===== src/rtl/pred_resolve_queue.sv =====
// Branch prediction resolve queue: holds {pc, pred, hist} per in-flight prediction
// and emits a registered predictor update when decode resolves the oldest entry.
module pred_resolve_queue #(
    parameter int DEPTH      = 4,
    parameter int ADDR_WIDTH = 26,
    parameter int HIST_WIDTH = 4
) (
    input  logic                         clk,
    input  logic                         rst_n,
    input  logic                         alloc_valid,
    input  logic [ADDR_WIDTH-1:0]        alloc_pc,
    input  logic                         alloc_pred,
    input  logic [HIST_WIDTH-1:0]        alloc_hist,
    output logic                         alloc_ready,
    input  logic                         res_valid,
    input  logic                         res_is_branch,
    input  logic                         res_taken,
    input  logic                         flush,
    output logic                         upd_we,
    output logic [ADDR_WIDTH-1:0]        upd_pc,
    output logic                         upd_pred,
    output logic                         upd_correct,
    output logic [HIST_WIDTH-1:0]        upd_hist,
    output logic                         mispredict,
    output logic [$clog2(DEPTH+1)-1:0]   count,
    output logic                         err
);

    localparam int PW = $clog2(DEPTH);
    localparam int CW = $clog2(DEPTH+1);
    localparam logic [CW-1:0] FULL = CW'(DEPTH);

    logic [ADDR_WIDTH-1:0] mem_pc   [DEPTH];
    logic                  mem_pred [DEPTH];
    logic [HIST_WIDTH-1:0] mem_hist [DEPTH];

    logic [PW-1:0] head;
    logic [PW-1:0] tail;
    logic          push;
    logic          pop;
    logic          head_pred;

    // Handshake: an allocation is taken on a cycle where alloc_valid and alloc_ready
    // are both high and flush is low; res_valid has no ready and pops only if non-empty.
    assign alloc_ready = (count != FULL);

    always_comb begin
        push      = alloc_valid & alloc_ready & ~flush;
        pop       = res_valid & (count != '0);
        head_pred = mem_pred[head];
    end

    always_ff @(posedge clk) begin
        if (push) begin
            mem_pc[tail]   <= alloc_pc;
            mem_pred[tail] <= alloc_pred;
            mem_hist[tail] <= alloc_hist;
        end
    end

    always_ff @(posedge clk) begin
        if (!rst_n) begin
            head  <= '0;
            tail  <= '0;
            count <= '0;
            err   <= 1'b0;
        end else begin
            // Flush wins over pointer motion; the same-cycle pop still reaches the update regs.
            if (flush) begin
                head  <= '0;
                tail  <= '0;
                count <= '0;
            end else begin
                if (push) tail <= tail + PW'(1);
                if (pop)  head <= head + PW'(1);
                if (push && !pop)      count <= count + CW'(1);
                else if (pop && !push) count <= count - CW'(1);
            end
            if ((alloc_valid && !alloc_ready && !flush) || (res_valid && count == '0))
                err <= 1'b1;
        end
    end

    always_ff @(posedge clk) begin
        if (!rst_n) begin
            upd_we      <= 1'b0;
            mispredict  <= 1'b0;
            upd_pc      <= '0;
            upd_pred    <= 1'b0;
            upd_correct <= 1'b0;
            upd_hist    <= '0;
        end else begin
            upd_we     <= pop & res_is_branch;
            mispredict <= pop & res_is_branch & (res_taken != head_pred);
            if (pop) begin
                upd_pc      <= mem_pc[head];
                upd_pred    <= head_pred;
                upd_hist    <= mem_hist[head];
                upd_correct <= ~(res_taken ^ head_pred);
            end
        end
    end

endmodule


===== config.mk =====
export PLATFORM = sky130hd
export DESIGN_NAME = pred_resolve_queue
export DESIGN_NICKNAME = d
export VERILOG_FILES = /design/src/rtl/pred_resolve_queue.sv
export SDC_FILE = /design/constraint.sdc
export NUM_CORES = 1
export LEC_CHECK = 0
export ABC_AREA = 0
export CORE_MARGIN = 2
export CORE_UTILIZATION = 35
export CTS_CLUSTER_DIAMETER = 200
export DETAILED_ROUTE_END_ITERATION = 12
export SLEW_MARGIN = 20
export SYNTH_ARGS = -nofsm -noshare
export SYNTH_HDL_FRONTEND = slang
export SYNTH_SLANG_ARGS = --single-unit

===== constraint.sdc =====
create_clock -name clk -period 2.4 [get_ports clk]
set_input_delay 0.36 -clock clk [delete_from_list [all_inputs] [get_ports clk]]
set_output_delay 0.36 -clock clk [all_outputs]
set_load 0.1 [all_outputs]

# Word level (Yosys, flattened, before mapping)
# Memories as Yosys holds them, arrays and structs flattened. A register that Yosys moved wholly into a read port is not among the register bits.
# Cells that the tools add are included.
# totals
register_bits	12
ram_bits	124
in_bits	38
out_inout_bits	39
word_cells	48
mem_count	3
# classes
addsub	4
eq_ne	2
mux	6
n_bitwise	9
n_reduce_logical	16
# memory_table
memory	depth	width	rd	rd_clocked_by_memory_dff	write_ports	line_no	source
mem_pc	4	26	1	1	1	33	logic [ADDR_WIDTH-1:0] mem_pc [DEPTH];
mem_hist	4	4	1	1	1	35	logic [HIST_WIDTH-1:0] mem_hist [DEPTH];
mem_pred	4	1	1	1	1	34	logic mem_pred [DEPTH];
# op_table
op	count
logical NOT 1 bit	6
2-to-1 mux 3 bit	2
bitwise AND 1 bit	5
logical AND 1 bit	5
adder 2 x 1 -> 2 bit, second input constant	2
2-to-1 mux 2 bit	2
adder 3 x 1 -> 3 bit, second input constant	1
logical NOT 3 bit	1
inequality test 3 bit, second input constant	1
NOT 1 bit	3
nonzero test 3 bit	1
subtractor 3 x 1 -> 3 bit, second input constant	1
2-to-1 mux 1 bit	2
nonzero test 2 bit	1
OR reduction 2 bit	1
logical OR 1 bit	1
inequality test 1 bit	1
XOR 1 bit	1

# Depth between registers and ports, before layout
# Gate-level depths: netlist of run 1.
# depth
depth_word	7
ltp_mapped	10
ltp_nobuf	8

# Least setup slack after synthesis of run 1
# No wires, ideal clock.
# synth_timing
path_kind	flip-flop to flip-flop
from	register count[0]
to	memory mem_hist[0][0], enable pin
t_arrival_ns	2.655
t_required_ns	2.009
slack_ns	-0.646
stages_incl_launch_ff	4
n_path_buf	0
synth_period_minus_slack_ns	3.046
cell_sequence	dfxtp_1 > nor3b_1 > inv_2 > and3_1
# synth_between
elab_chain_len	5
# synth_lines
item	line_no	source
start: declaration	25	output logic [$clog2(DEPTH+1)-1:0] count,
start signal: assignment	76	if (push && !pop) count <= count + CW'(1);
start signal: assignment	77	else if (pop && !push) count <= count - CW'(1);
inequality test 3 bit	45	assign alloc_ready = (count != FULL);
via alloc_ready	14	output logic alloc_ready,
bitwise AND 1 bit (2 in a row)	48	push = alloc_valid & alloc_ready & ~flush;
2-to-1 mux 1 bit	54	if (push) begin
2-to-1 mux 1 bit (not written as such)	57	mem_hist[tail] <= alloc_hist;
end: declaration	35	
# The timed path passes the listed nets, and every way through them passes these cells.

# Final worst setup path of run 1
# layout_timing
from	register count[0]
to	register count[2]
# layout_between
elab_chain_len	6
# layout_lines
item	line_no
inequality test 3 bit	45
bitwise AND 1 bit (2 in a row)	48
logical NOT 1 bit	77
logical AND 1 bit	77
nonzero test 2 bit (no line)	n/a
# Several ways; a longest one is shown, not always the timed one. The select of a mux whose other input is x is not followed.
# A chain may end at the register's enable or synchronous reset.

==> results of run 1 <==
[layer usage]
layer / global-route usage [%] / up-vias / wire, um / share of wire (%)
met5: 0 / - / 0 / 0
met4: 4.98 / 0 / 122 / 1.0
met3: 4.23 / 9 / 570 / 4.7
met2: 23.3 / 60 / 6230 / 52
met1: 16.7 / 1644 / 5120 / 42
li1: - / 1554 / - / -
[worst max path at each step]
stage	from	end	slack, ps	cells after the start
2_1_floorplan	count[2]$_SDFFE_PP0P_	count[2]$_SDFFE_PP0P_	5	10
3_3_place_gp	flush	count[2]$_SDFFE_PP0P_	60	9
3_5_place_dp	flush	count[2]$_SDFFE_PP0P_	-70	9
4_1_cts	count[0]$_SDFFE_PP0P_	count[2]$_SDFFE_PP0P_	240	8
5_1_grt	count[0]$_SDFFE_PP0P_	count[2]$_SDFFE_PP0P_	170	8
6_report	count[0]$_SDFFE_PP0P_	count[2]$_SDFFE_PP0P_	250	8
[worst max-delay path, cell delays in order (launching register included)]
cell and delay (ps):
dfxtp_4 370, o31a_2 400, inv_12 70, ha_1 160, inv_1 70, fa_1 380
xor2_1 170, or3_1 310, a21oi_1 150
[power groups by stage]
stage / Sequential [mW] / Clock (mW) / Combinational (mW)
after floorplan: 3.57 / 0 / 0.229
after CTS: 3.23 / 2.76 / 0.725
after global routing: 3.24 / 2.89 / 0.755
after detailed placement: 3.29 / 0 / 0.725
final: 3.23 / 2.69 / 0.713
after global placement: 3.29 / 0 / 0.715
[synth_stat cells, types with 2 or more instances]
cell type	instances	share of area, %
a21boi_1	31	3.7
a21oi_1	4	0.32
and3_1	5	0.50
buf_1	3	0.18
buf_2	4	0.32
buf_4	2	0.24
buf_6	2	0.36
clkbuf_1	5	0.30
dfxtp_1	44	14
edfxtp_1	124	60
ha_1	5	1.0
inv_1	4	0.24
mux4_2	31	11
nand2_1	62	3.7
nand2b_1	2	0.20
nand3_1	4	0.32
nor2_1	5	0.30
nor2b_1	2	0.20
o21ai_0	4	0.32
or3_1	2	0.20
xor2_1	3	0.42
[sequential cells by signal (all words and copies together) (netlist names), named ones only]
| register | cells |
|---|---|
| upd_hist | 4 |
| upd_pred | 1 |
| mem_pred | 4 |
| upd_pc | 26 |
| tail | 2 |
| upd_correct | 1 |
| count | 3 |
| mispredict | 1 |
| mem_pc | 104 |
| err | 1 |
| mem_hist | 16 |
| upd_we | 1 |
| head | 2 |
[stage by stage]
step	instance area (um2)	utilization, %
6_report	7830	45.1
4_1_cts	7830	45.1
3_3_place_gp	7240	41.7
5_1_grt	7830	45.1
2_1_floorplan	6260	-
3_5_place_dp	7240	41.7
[area by class of cell]
class | count | share of cell area (%)
Clock buffer | 17 | 5.44
Clock inverter | 14 | 2.00
Inverter | 6 | 0.448
Multi-Input combinational cell | 170 | 19.1
Sequential cell | 168 | 59.0
Tap cell | 225 | 3.60
Timing Repair Buffer | 88 | 10.4
[logic make-up after synthesis]
group | count (synthesis) | share of synthesized area [%]
xor gates and xnor gates | 4 | 0.561
buffers and inverters | 24 | 2.42
AOI/OAI and AO/OA | 41 | 4.65
DFF | 168 | 73.7
and+or+nand+nor | 87 | 6.01
muxes | 32 | 11.3
adders and majority gates | 6 | 1.32
==> results.sh, run 1 <==
export IMPL_outcome="completed"
export IMPL_hold_ws_ps=452
export IMPL_r2r_end="count[2]$_SDFFE_PP0P_"
export IMPL_die_h_um=138
export IMPL_synthToLayoutAreaGrowth_pct=25.3
export IMPL_cp_max_fo=6
export IMPL_globalplace_congestion=0.668
export IMPL_synth_distinct_cells=35
export IMPL_cp_required_ps=2730
export IMPL_routed_wl_um=12000
export IMPL_start_util_pct=36.0
export IMPL_holdPathEnd="upd_pc[21]$_SDFFE_PN0P_"
export IMPL_die_area_mm2=0.0189
export IMPL_power_share_switching_pct=24.1
export IMPL_wl_per_cell_um=17.5
export IMPL_worst_setup_path_start_kind="flop"
export IMPL_regArea_mm2=0.00461
export IMPL_ys_ff_latch=168
export IMPL_rsz0062_at_grt="no"
export IMPL_setup_tns_ps=0
export IMPL_p_leak_nw=2.64
export IMPL_grt_max_degree=36
export IMPL_layout_common_cells="edfxtp_1 (124), nand2_1 (62), buf_4 (46)"
export IMPL_async_flop_share_pct=0
export IMPL_ir_drop_mv=0.523
export IMPL_synth_cells=362
export IMPL_clk_pin_slew_ps=60
export IMPL_synth_edf_count=124
export IMPL_setup_ws_ps=251
export IMPL_hold_class="reg -> reg"
export IMPL_detail_route_antenna_nets=0
export IMPL_multi_input_area_mm2=0.00150
export IMPL_worstSkewPairLatency_ps=420
export IMPL_clockBufferDepth=2
export IMPL_diodes=0
export IMPL_hold_violations=0
export IMPL_ctsHoldBuffers=0
export IMPL_maxCapViolCount=0
export IMPL_r2r_slack_ps=250
export IMPL_vias=3267
export IMPL_drtIter0Drc=212
export IMPL_relSlewSlack_pct=71.1
export IMPL_finalPower_mw=6.63
export IMPL_worstSetupPathType="reg -> reg"
export IMPL_cts_tree="yes"
export IMPL_yosysWarnings=0
export IMPL_hp_start="upd_pc[21]$_SDFFE_PN0P_"
export IMPL_yosysSeqAreaShare_pct=73.7
export IMPL_dp_cells=657
export IMPL_tightest_slew_ps=433
export IMPL_finalMaxSlewViolations=0
export IMPL_rows=48
export IMPL_fin_nets=495
export IMPL_worstPathArrival_ps=2480
export IMPL_pre_cts_ws_ps=-72.3
export IMPL_portBuffers=76
export IMPL_num_fill_cells=1529
export IMPL_finalCritPeriodShare_pct=89.5
export IMPL_p_sw_mw=1.60
export IMPL_first_pass_iters=4
export IMPL_post_cts_resized=0
export IMPL_skew_ps=5.54
export IMPL_clock_root_buffer="clkbuf_16"
export IMPL_antenna_found_initial=0
export IMPL_combPwrFrac_pct=10.8
export IMPL_worstSetupEndpointType="flop"
export IMPL_core_area_mm2=0.0174
export IMPL_grt_first_pass_wirelength_um=18600
export IMPL_cts_sinks=168
export IMPL_drive_gt1_share_pct=26.8
export IMPL_hold_depth=2
export IMPL_drcViolationCount=0
export IMPL_setup_viol=0
export IMPL_fmax_mhz=465
export IMPL_mostFrequentLayoutCell="edfxtp_1"
export IMPL_die_width_um=138
export IMPL_cts_inserted_buffers=17
export IMPL_reg2reg_depth=8
export IMPL_syn_area_mm2=0.00625
export IMPL_avgViaCountPerCell=4.75
export IMPL_synth_ff_type="edfxtp_1"
export IMPL_pwr_share_seq_pct=48.7
export IMPL_layout_min_cycle_time_ps=2150
export IMPL_fin_cells=688
export IMPL_power_density_mw_per_mm2=847
export IMPL_syn_nets=406
export IMPL_htreeDepth=4
export IMPL_internal_power_mw=5.03
export IMPL_grt_pass1_vias=3378
export IMPL_hpwl_um=7120
export IMPL_r2r_start="count[0]$_SDFFE_PP0P_"
export IMPL_p_clk_share_pct=40.5
export IMPL_pin_count=77
export IMPL_cts_setup_buffers=0
export IMPL_gr_usage_all_layers_pct=13.8
export IMPL_synth_area_per_cell_um2=17.3
export IMPL_grt_overflow=0
(Power assumes the default switching activity.)
==> run 2, diff against run 1 <==
--- a/config.mk
+++ b/config.mk
@@ -7,7 +7,7 @@
 export LEC_CHECK = 0
 export ABC_AREA = 0
 export CORE_MARGIN = 2
-export CORE_UTILIZATION = 35
+export CORE_UTILIZATION = 28
 export CTS_CLUSTER_DIAMETER = 200
 export DETAILED_ROUTE_END_ITERATION = 12
 export SLEW_MARGIN = 20
==> results.sh, run 2 (same netlist as run 1, synthesis figures left out) <==
export IMPL_outcome="completed"
export IMPL_fin_cells=743
export IMPL_first_pass_iters=4
export IMPL_antenna_found_initial=0
export IMPL_die_area_mm2=0.0235
export IMPL_setup_tns_ps=0
export IMPL_dp_cells=711
export IMPL_ir_drop_mv=0.357
export IMPL_clock_root_buffer="clkbuf_16"
export IMPL_worstSetupPathType="reg -> reg"
export IMPL_reg2reg_depth=8
export IMPL_mostFrequentLayoutCell="edfxtp_1"
export IMPL_drive_gt1_share_pct=27.0
export IMPL_hpwl_um=7830
export IMPL_wl_per_cell_um=17.3
export IMPL_layout_common_cells="edfxtp_1 (124), nand2_1 (62), buf_4 (46)"
export IMPL_drcViolationCount=0
export IMPL_hp_start="upd_pc[16]$_SDFFE_PN0P_"
export IMPL_pwr_share_seq_pct=48.1
export IMPL_clockBufferDepth=2
export IMPL_clk_pin_slew_ps=70
export IMPL_skew_ps=11.1
export IMPL_layout_min_cycle_time_ps=2210
export IMPL_crit_chain="o31a_2, inv_12, ha_1, inv_1, fa_1, xor2_1, or3_1, a21oi_1"
export IMPL_holdPathEnd="upd_pc[16]$_SDFFE_PN0P_"
export IMPL_cts_sinks=168
export IMPL_start_util_pct=28.5
export IMPL_finalCritPeriodShare_pct=92.2
export IMPL_cts_tree="yes"
export IMPL_tightest_slew_ps=884
export IMPL_grt_pass1_vias=3451
export IMPL_grt_max_degree=36
export IMPL_setup_viol=0
export IMPL_maxCapViolCount=0
export IMPL_cp_required_ps=2740
export IMPL_post_cts_resized=0
export IMPL_drtIter0Drc=195
export IMPL_cpPeakStageDelay_ps=430
export IMPL_finalPower_mw=6.71
export IMPL_hold_class="reg -> reg"
export IMPL_detail_route_antenna_nets=0
export IMPL_slowest_stage="o31a_2"
export IMPL_grt_overflow=0
export IMPL_worstSetupEndpointType="flop"
export IMPL_r2r_slack_ps=190
export IMPL_gr_usage_all_layers_pct=11.3
export IMPL_die_h_um=153
export IMPL_fin_nets=494
export IMPL_ctsHoldBuffers=0
export IMPL_vias=3357
export IMPL_regMostFlops="mem_pc"
export IMPL_worstSkewPairLatency_ps=420
export IMPL_die_width_um=153
export IMPL_power_share_switching_pct=24.5
export IMPL_reg_top3="mem_pc: 104 flops, upd_pc: 26 flops, mem_hist: 16 flops"
export IMPL_cp_max_fo=6
export IMPL_combPwrFrac_pct=10.7
export IMPL_core_area_mm2=0.0219
export IMPL_hold_violations=0
export IMPL_grt_first_pass_wirelength_um=19600
export IMPL_diodes=0
export IMPL_internal_power_mw=5.07
export IMPL_worst_setup_path_start_kind="flop"
export IMPL_fmax_mhz=452
export IMPL_cts_inserted_buffers=17
export IMPL_hold_ws_ps=457
export IMPL_cts_setup_buffers=0
export IMPL_p_clk_share_pct=41.2
export IMPL_setup_ws_ps=187
export IMPL_globalplace_congestion=0.718
export IMPL_avgViaCountPerCell=4.52
export IMPL_r2r_end="count[2]$_SDFFE_PP0P_"
export IMPL_finalMaxSlewViolations=0
export IMPL_relSlewSlack_pct=41.1
export IMPL_worstPathArrival_ps=2550
export IMPL_final_area_mm2=0.00791
export IMPL_final_core_util_pct=36.1
export IMPL_pin_count=77
export IMPL_hold_depth=2
export IMPL_p_sw_mw=1.64
export IMPL_pre_cts_ws_ps=-123
export IMPL_power_density_mw_per_mm2=849
export IMPL_htreeDepth=4
export IMPL_place_area_mm2=0.00729
export IMPL_rows=54
export IMPL_r2r_start="count[2]$_SDFFE_PP0P_"
export IMPL_p_leak_nw=2.64
export IMPL_routed_wl_um=12800
export IMPL_largest_reg_flops=104
export IMPL_portBuffers=76
export IMPL_rsz0062_at_grt="no"
export IMPL_synthToLayoutAreaGrowth_pct=26.6
-- run 2: layer usage --
layer	global-route usage [%]	vias to the layer above	share of wire, %
li1	-	1551	-
met1	13.6	1728	44
met2	18.9	67	51
met3	3.71	11	4.8
met4	4.06	0	0.97
met5	0	-	0
-- run 2: power groups by stage --
stage / Combinational [mW] / Sequential [mW] / Clock [mW]
after floorplan: 0.229 / 3.57 / 0
after global placement: 0.712 / 3.29 / 0
after detailed placement: 0.726 / 3.29 / 0
after CTS: 0.728 / 3.23 / 2.83
after global routing: 0.760 / 3.24 / 2.95
final: 0.717 / 3.23 / 2.77
-- run 2: worst max-delay path, delay by kind of cell (launching register included) --
family / cells / cell delay (ps)
xor+xnor: 1 / 180
compound gates: 2 / 610
fa+ha+maj: 2 / 540
simple gates: 1 / 320
flops: 1 / 350
buf+inv: 2 / 130
-- run 2: layout make-up --
class	count	area [um2]
Timing Repair Buffer	87	796
Multi-Input combinational cell	170	1500
Tap cell	280	350
Inverter	6	35.0
Sequential cell	168	4610
Clock inverter	12	140
Fill cell	2087	14000
Clock buffer	20	478
-- run 2: how the worst max path moves through the flow --
stage	start	endpoint	slack (ps)	depth (start not counted)
2_1_floorplan	count[2]$_SDFFE_PP0P_	count[2]$_SDFFE_PP0P_	5	10
3_3_place_gp	flush	count[2]$_SDFFE_PP0P_	70	9
3_5_place_dp	flush	count[2]$_SDFFE_PP0P_	-120	9
4_1_cts	count[2]$_SDFFE_PP0P_	count[2]$_SDFFE_PP0P_	190	8
5_1_grt	count[2]$_SDFFE_PP0P_	count[2]$_SDFFE_PP0P_	90	8
6_report	count[2]$_SDFFE_PP0P_	count[2]$_SDFFE_PP0P_	190	8
